<file path="src/rtl/enc_snapshot_seq.sv">
// enc_snapshot_seq: latches every encoder channel on one trigger and streams
// the snapshot as a framed 32-bit valid/ready word sequence.
module enc_snapshot_seq #(
   parameter int NUM_CH = 4,
   parameter int POS_W  = 25,
   parameter int PER_W  = 16,
   parameter int FREQ_W = 16
) (
   input  logic                     sysclk,
   input  logic                     reset,
   input  logic                     trig,
   input  logic [NUM_CH*POS_W-1:0]  pos_in,
   input  logic [NUM_CH*PER_W-1:0]  per_in,
   input  logic [NUM_CH*FREQ_W-1:0] freq_in,
   output logic [31:0]              out_data,
   output logic                     out_valid,
   input  logic                     out_ready,
   output logic                     out_last,
   output logic                     busy,
   output logic [7:0]               overrun_cnt,
   output logic [15:0]              seq_num
);
   localparam int NW = 3*NUM_CH + 1;
   localparam int IW = $clog2(NW);
   localparam logic [IW-1:0] LAST_IDX = IW'(3*NUM_CH);
   localparam logic IDLE   = 1'b0;
   localparam logic STREAM = 1'b1;

   logic                     state;
   logic [IW-1:0]            idx;
   logic [NUM_CH*POS_W-1:0]  pos_q;
   logic [NUM_CH*PER_W-1:0]  per_q;
   logic [NUM_CH*FREQ_W-1:0] freq_q;
   logic [31:0]              words [NW];
   logic                     last;

   // Header shows the count of frames completed before this one.
   assign words[0] = {8'hEC, 8'(NUM_CH), seq_num};
   for (genvar k = 0; k < NUM_CH; k++) begin : g_ch
      assign words[1+3*k] = 32'(pos_q[k*POS_W +: POS_W]);
      assign words[2+3*k] = 32'(per_q[k*PER_W +: PER_W]);
      assign words[3+3*k] = 32'(freq_q[k*FREQ_W +: FREQ_W]);
   end

   assign last      = idx == LAST_IDX;
   assign out_valid = state == STREAM;
   assign busy      = out_valid;
   assign out_last  = out_valid & last;
   assign out_data  = out_valid ? words[idx] : 32'd0;

   always_ff @(posedge sysclk) begin
      if (!reset) begin
         state       <= IDLE;
         idx         <= '0;
         pos_q       <= '0;
         per_q       <= '0;
         freq_q      <= '0;
         overrun_cnt <= 8'd0;
         seq_num     <= 16'd0;
      end else if (state == IDLE) begin
         if (trig) begin
            pos_q  <= pos_in;
            per_q  <= per_in;
            freq_q <= freq_in;
            idx    <= '0;
            state  <= STREAM;
         end
      end else begin
         if (trig && overrun_cnt != 8'hFF)
            overrun_cnt <= overrun_cnt + 8'd1;
         if (out_ready) begin
            if (last) begin
               state   <= IDLE;
               seq_num <= seq_num + 16'd1;
            end else begin
               idx <= idx + IW'(1);
            end
         end
      end
   end
endmodule
</file>
<file path="config.mk">
export PLATFORM = sky130hd
export DESIGN_NAME = enc_snapshot_seq
export DESIGN_NICKNAME = d
export VERILOG_FILES = /design/src/rtl/enc_snapshot_seq.sv
export SDC_FILE = /design/constraint.sdc
export NUM_CORES = 1
export LEC_CHECK = 0
export CAP_MARGIN = 40
export CORE_MARGIN = 5
export CORE_UTILIZATION = 45
export CTS_CLUSTER_DIAMETER = 150
export DETAILED_ROUTE_END_ITERATION = 10
export GPL_ROUTABILITY_DRIVEN = 0
export HOLD_SLACK_MARGIN = 0.1
export PLACE_DENSITY_LB_ADDON = 0.25
export SETUP_SLACK_MARGIN = 0.2
export SYNTH_ARGS = -nofsm -noshare
export SYNTH_HDL_FRONTEND = slang
export SYNTH_SLANG_ARGS = --single-unit
</file>
<file path="constraint.sdc">
create_clock -name sysclk -period 4.5 [get_ports sysclk]
set_clock_uncertainty 0.15 [all_clocks]
set_input_delay 0.45 -clock sysclk [delete_from_list [all_inputs] [get_ports sysclk]]
set_output_delay 0.45 -clock sysclk [all_outputs]
set_load 0.01 [all_outputs]
</file>
==> reports/metrics.cfg, run 1 <==
[route]
drt_wl_total_um=40000
initialDrtViolationCount=1421
dr.pass1.iters=5
drc=0
via_per_inst=5.66
ant_nets=0
wl_per_cell_um=20.8
num_vias=10900

[power]
p_int_uw=4010
p_clk_share_pct=41.5
swShare_pct=24.6
power.density_nw_per_um2=356
ir_drop_mv=0.317
pwr-share-comb_pct=11.5
p_sw_uw=1310
leakagePower_uw=0.00528
p_seq_share_pct=47.0

[synthesis]
synth_top_family_by_area=simple AND/OR/NAND/NOR gates
synthTopCellsByCount=469 x nand2_1, 257 x dfxtp_1, 250 x a21oi_1, 53 x clkbuf_1, 41 x buf_2
synthFlopType=dfxtp_1
syn_area_per_cell_um2=8.19
synth_compound_area_share_pct=16.7
synth-seq-cells=257
post-synth-top-count-cell=nand2_1
synth_fa_ha_area_share_pct=0.450
synth-simple-area-share_pct=20.8
synth-async-reset-ratio_pct=0
synth_area_leaders=dfxtp_1 46%, nand2_1 16%, a21oi_1 11%
yosysTopAreaCellShare_pct=46.3
yosys_warnings=0
synthXorXnorAreaFrac_pct=0.867
netlist_instances=1358
syn_area_um2=11100
yosysSeqAreaShare_pct=46.3
synth_edf_count=0
yosysUniqueCellTypes=53
synthMuxAreaShare_pct=9.48
synth.largest_area_cell=dfxtp_1

[critical_path]
path_delay_family=simple AND/OR/NAND/NOR gates
regToRegSetupSlack_ps=1480
reg2reg_depth=5
endpoint_kind=primary output
path_max_fanout=27
path_class=flip-flop to primary output
cp_slowest_cell=dfxtp_2
cp.required_ps=3900
cp.arrival_ps=3340
path_cells=nand2b_1 > o22ai_1 > a211oi_1 > nor3_1 > clkdlybuf4s50_1
slowest_delay_ps=810
cp-start-kind=flip-flop
reg2reg_from=busy
worstReg2RegEnd=per_q[17]
critPathBufInv=1

[clock_network]
ctsResizeCount=0
numClockSinks=257
cts_hold_buf=0
worst_skew_pair.late_latency_ps=520
cts.reportedPaths.clkPinSlew_ps=60
clk_path_buf_depth=3
numCtsBuffers=27
cts_tree=done
post_cts_buffers=0
htreeDepth=1
cts_root_buffer=clkbuf_16

[placed_design]
numPortBuffers=288
dp_hpwl_um=29700

[min_path]
holdCritStartpoint=freq_q[42]
hold_class=flip-flop to flip-flop
worstHoldPathCells=2
holdPathEnd=freq_q[42]

[finish]
final_core_util_pct=61.4
drive_above_1_share_pct=6.84
ff_latch_area_um2=5150
syn2layout_area_growth_pct=34.4
multiInputGateArea_um2=5390
fin_nets=1811
fill_cells=2140

[sta]
fin_crit_sh_pct=87.6
rsz0062_at_grt=false
finalSetupViolCount=0
max_freq_mhz=254
tns_ps=0
hold_viol_final=0
max_slew_margin_pct=43.3
period_needed_ps=3940
drv_slew=0
tightestPinTransition_ps=849

[outcome]
status=completed

[die]
initial_core_util_pct=45.7
die-area_um2=27900
die_x_um=167
rows=57
design.core.area_um2=24300
die_h_um=167
io_pins=291

[global_routing]
antenna_found_initial=4
grt.overflow.total=0
grt_usage_pct=27.0
grt_max_degree=122
grt_pass1_vias=10200
grt_pass1_wl_um=59600

[job]
cap_violations=0

==> routing by layer <==
layer  share of wire, %  vias to the layer above  track usage [%]
met5              0.060                        -                0
met4                4.6                        4             11.1
met3                 11                      112             7.31
met2                 45                      595             42.2
met1                 40                     5064             35.6
li1                   -                     5094                -
==> cells in the final DEF, fill, tap and decap left out, types with 6 or more instances in the layout <==
cell,synthesis,final
nor2_1,14,14
nand4_1,8,8
nand3_1,8,8
mux2i_1,31,31
nand2_1,469,468
a211oi_1,15,15
o21ai_0,6,6
a21oi_1,250,250
buf_4,16,12
nor4_1,8,8
mux4_2,33,33
dfxtp_1,257,255
xor2_1,9,9
o22ai_1,30,30
a31oi_1,6,6
clkdlybuf4s50_1,0,288
clkbuf_16,0,27
a221oi_1,9,9
clkbuf_8,0,9
a21boi_0,9,9
nor3_1,17,17
==> registers in the layout, indices dropped and copies added, names as in the netlist <==
| signal | flops |
|---|---|
| pos_q | 100 |
| overrun_cnt | 8 |
| busy | 1 |
| freq_q | 64 |
| idx | 4 |
| seq_num | 16 |
| per_q | 64 |
==> worst max path at each step <==
stage,start,endpoint,slack [ps],cells past startpoint
2_1_floorplan,idx[1],out_data[17],2340,6
3_5_place_dp,idx[0],out_data[8],1200,5
5_1_grt,idx[0],out_data[8],410,5
4_1_cts,idx[0],out_data[8],620,5
3_3_place_gp,idx[0],out_data[8],1270,5
6_report,idx[0],out_data[8],560,5
==> through the flow <==
stage	instance area [um^2]	total power (uW)	instances	hold slack, ps	setup WS [ps]
after global routing	14900	5500	1918	315	406
after detailed placement	14000	3150	1870	299	1200
after floorplan	11100	2800	1359	283	2340
after global placement	14000	3140	1869	292	1270
final	14900	5320	1920	307	560
after CTS	14900	5330	1917	297	623
==> cells by family after synthesis <==
kind of cell | Yosys count
other | 1
buffers and inverters | 126
AO/OA/AOI/OAI | 337
flip-flops | 257
XOR/XNOR | 11
adder cells (fa/ha/maj) | 4
multiplexers | 64
AND/OR/NAND/NOR | 558
==> worst min-delay path, cell delays in order (launching register included) <==
cell     delay (ps)
dfxtp_1         310
nand2_1          50
a21oi_1          50
==> area by class of cell <==
type	count	area share, %
diodes	3	0.0503
clock buffers	40	5.45
clock inverters	7	0.452
inverters	9	0.260
multi-input cells	976	36.1
flip-flops and latches	257	34.5
well taps	324	2.71
repair buffers	304	20.5
==> power groups by stage <==
stage	sequential (uW)	combinational [uW]	clock [uW]
after detailed placement	2540	609	0
after floorplan	2480	320	0
after global placement	2540	596	0
after CTS	2490	612	2220
after global routing	2500	668	2330
final	2500	614	2210
No activity file was read; power rests on OpenSTA's default activity.
==> run 2, diff against run 1 <==
CTS_BUF_LIST = sky130_fd_sc_hd__clkbuf_4 sky130_fd_sc_hd__clkbuf_8   (was not set)
==> reports/metrics.cfg, run 2 (synthesized netlist as in run 1, its figures left out) <==
[outcome]
status=completed

[die]
initial_core_util_pct=45.7
rows=57
io_pins=291
die_x_um=167
die_h_um=167
die-area_um2=27900
design.core.area_um2=24300

[job]
cap_violations=0

[power]
p_seq_share_pct=47.5
leakagePower_uw=0.00532
power.density_nw_per_um2=352
swShare_pct=25.4
p_sw_uw=1340
p_int_uw=3920
finalPower_uw=5260
p_clk_share_pct=40.9
pwr-share-comb_pct=11.6
ir_drop_mv=0.210

[route]
initialDrtViolationCount=1258
drc=0
drt_wl_total_um=39800
dr.pass1.iters=5
via_per_inst=5.57
ant_nets=0
wl_per_cell_um=20.4
num_vias=10900

[clock_network]
post_cts_buffers=0
clk_path_buf_depth=3
cts_root_buffer=clkbuf_8
cts_hold_buf=0
worst_skew_pair.late_latency_ps=540
htreeDepth=2
ctsResizeCount=0
numCtsBuffers=43
cts.reportedPaths.clkPinSlew_ps=60
cts_tree=done
numClockSinks=257

[critical_path]
cp-start-kind=flip-flop
cp.required_ps=3900
path_class=flip-flop to primary output
endpoint_kind=primary output
path_max_fanout=27
cp.arrival_ps=3330
regToRegSetupSlack_ps=1490

[finish]
fin_nets=1827
largest_reg_flops=100
final_cell_mix=468 x nand2_1, 288 x clkdlybuf4s50_1, 255 x dfxtp_1
final_common_cell=nand2_1
top_regs=pos_q x100, freq_q x64, per_q x64
regMostFlops=pos_q
drive_above_1_share_pct=8.64
syn2layout_area_growth_pct=34.6

[global_routing]
grt_usage_pct=26.9
antenna_found_initial=5
grt_max_degree=122
grt.overflow.total=0
grt_pass1_wl_um=59300
grt_pass1_vias=10300

[placed_design]
numPortBuffers=288
preCtsSetupSlack_ps=1200
dp_hpwl_um=29700

[sta]
period_needed_ps=3930
tightestPinTransition_ps=829
fin_crit_sh_pct=87.3
fin_ws_ps=573
hold_viol_final=0
finalSetupViolCount=0
max_slew_margin_pct=44.7
max_freq_mhz=255
tns_ps=0
rsz0062_at_grt=false
drv_slew=0

[min_path]
hold_class=primary input to flip-flop

## run 2: per-stage QoR
step	std cells	cell area, um^2	hold slack (ps)	util, %
finish	1948	15000	282	61.5
global route	1945	15000	273	61.5
CTS	1944	15000	263	61.5
detailed placement	1870	14000	299	57.8
global placement	1869	14000	292	57.6
floorplan	1359	11100	283	-
## run 2: power by group through the flow
stage	Clock, uW	Sequential, uW	Combinational (uW)
2_1_floorplan	0	2480	320
3_3_place_gp	0	2540	596
3_5_place_dp	0	2540	609
4_1_cts	2170	2490	611
5_1_grt	2280	2500	667
6_report	2150	2500	612
## run 2: path summary, 6_finish.rpt
| path | startpoint | end | depth (start not counted) |
|---|---|---|---|
| min | freq_in[22] | freq_q[22] | 3 |
| max | idx[0] | out_data[0] | 5 |
| max reg2reg | busy | pos_q[9] | 5 |
| min reg2reg | per_q[56] | per_q[56] | 2 |
## run 2: critical path, stage by stage, from the launching register on
cell and delay [ps]:
dfxtp_2 800, nand2b_1 500, o22ai_1 250, a211oi_1 70, nor3_1 510, clkdlybuf4s50_1 650
## run 2: final cells by class
cell class	instances	area [um^2]
Inverter	9	38.8
Tap cell	324	405
Fill cell	2150	9360
Sequential cell	257	5150
Timing Repair Buffer	304	3060
Clock buffer	68	861
Clock inverter	6	47.5
Multi-Input combinational cell	976	5390
Antenna cell	4	10.0
## run 2: per-layer routing
metal	part of all wire (%)	GRT usage (%)
met1	39	34.5
met5	0.095	0
met3	11	9.52
met2	45	41.6
met4	4.5	11.3
==> run 3, diff against run 2 <==
CAP_MARGIN = not set   (was 40)
GPL_TIMING_DRIVEN = 0   (was not set)
clock period = 3.4 ns   (was 4.5 ns; I/O delays follow)
==> reports/metrics.cfg, run 3 (synthesized netlist as in run 1, its figures left out) <==
[critical_path]
cp_slowest_cell=clkdlybuf4s50_1
path_cells=buf_8 > buf_12 > buf_8 > mux4_2 > o22ai_2 > nor3_1 > clkdlybuf4s50_1
critPathBufInv=4
cp_common_cell=buf_8
path_delay_family=buffers and inverters
endpoint_kind=primary output
cp.arrival_ps=2720
path_max_fanout=10
cp-start-kind=flip-flop
path_class=flip-flop to primary output
cp.required_ps=2910
slowest_delay_ps=510

[finish]
multiInputGateArea_um2=5660
ff_latch_area_um2=5150
fill_cells=2065
largest_reg_flops=100
syn2layout_area_growth_pct=41.3
layout.cells.non_filler=2046
final_cell_mix=469 x nand2_1, 269 x clkdlybuf4s50_1, 255 x dfxtp_1
fin_nets=1931
final_common_cell=nand2_1
top_regs=pos_q x100, freq_q x64, per_q x64
drive_above_1_share_pct=13.3
regMostFlops=pos_q

[sta]
rsz0062_at_grt=true
period_needed_ps=3210
hold_viol_final=0
finalSetupViolCount=0
tightestPinTransition_ps=1030
drv_slew=0
tns_ps=0
max_freq_mhz=312
fin_crit_sh_pct=94.3
max_slew_margin_pct=31.3

[placed_design]
dp_hpwl_um=31800
numPortBuffers=288
dp_cells=1971

[route]
drt_wl_total_um=41300
ant_nets=0
via_per_inst=5.54
initialDrtViolationCount=1198
drc=0
num_vias=11300
dr.pass1.iters=6
wl_per_cell_um=20.2

[power]
p_int_uw=5280
p_seq_share_pct=46.3
finalPower_uw=7060
ir_drop_mv=0.414
pwr-share-comb_pct=13.0
swShare_pct=25.2
leakagePower_uw=0.00588
power.density_nw_per_um2=450
p_sw_uw=1780
p_clk_share_pct=40.7

[die]
die_h_um=167
io_pins=291
die-area_um2=27900
design.core.area_um2=24300
die_x_um=167
initial_core_util_pct=45.7
rows=57

[global_routing]
grt_pass1_wl_um=62000
antenna_found_initial=1
grt_pass1_vias=11100
grt_max_degree=11
grt.overflow.total=0
grt_usage_pct=28.1

[clock_network]
numClockSinks=257
clk_path_buf_depth=3
cts_tree=done
cts.reportedPaths.clkPinSlew_ps=70
worst_skew_pair.late_latency_ps=540
numCtsBuffers=43
cts_hold_buf=0
htreeDepth=2
cts_root_buffer=clkbuf_8

[min_path]
hold_class=primary input to flip-flop

[outcome]
status=completed

[job]
cap_violations=0

## run 3: path summary, 6_finish.rpt
path,start,end,slack [ps],depth (start not counted)
min reg2reg,pos_q[63],pos_q[63],300,2
max reg2reg,busy,freq_q[17],960,6
min,pos_in[2],pos_q[2],190,3
max,idx[1],out_data[4],190,7
## run 3: cell type report
cell class | count | share of cell area [%]
repair buffers | 291 | 18.6
clock inverters | 4 | 0.287
inverters | 9 | 0.215
diodes | 1 | 0.0159
plain buffers | 117 | 4.09
clock buffers | 67 | 5.43
well taps | 324 | 2.58
multi-input cells | 976 | 36.0
flip-flops and latches | 257 | 32.8
## run 3: per-layer routing
layer / global-route usage (%) / routed length [um] / up-vias
met5: 0 / 0 / -
met3: 6.67 / 4400 / 103
li1: - / - / 5329
met2: 44.0 / 18600 / 596
met1: 37.9 / 16600 / 5310
met4: 11.0 / 1670 / 0
## run 3: tightest hold or removal path, cell delays in order
cell	delay (ps)
clkdlybuf4s50_1	390
nand2_1	60
a21oi_1	50
## run 3: what timing repair did
item,CTS,global route
pin swaps,7,4
endpoints found under the setup margin,30,21
setup buffers,0,3
resized for setup,66,35
## run 3: metrics by stage
step / setup slack [ps] / area (um^2) / utilization (%) / hold WS (ps)
floorplan: 1270 / 11100 / - / 283
global placement: 160 / 14400 / 59.2 / 290
detailed placement: 153 / 14400 / 59.2 / 296
CTS: 127 / 15600 / 63.9 / 176
global route: 139 / 15700 / 64.6 / 202
finish: 194 / 15700 / 64.6 / 191
## run 3: power by group through the flow
stage,combinational (uW),sequential (uW),clock (uW)
floorplan,423,3290,0
global placement,873,3320,0
detailed placement,887,3330,0
CTS,904,3260,2880
global route,994,3280,3030
finish,922,3270,2870
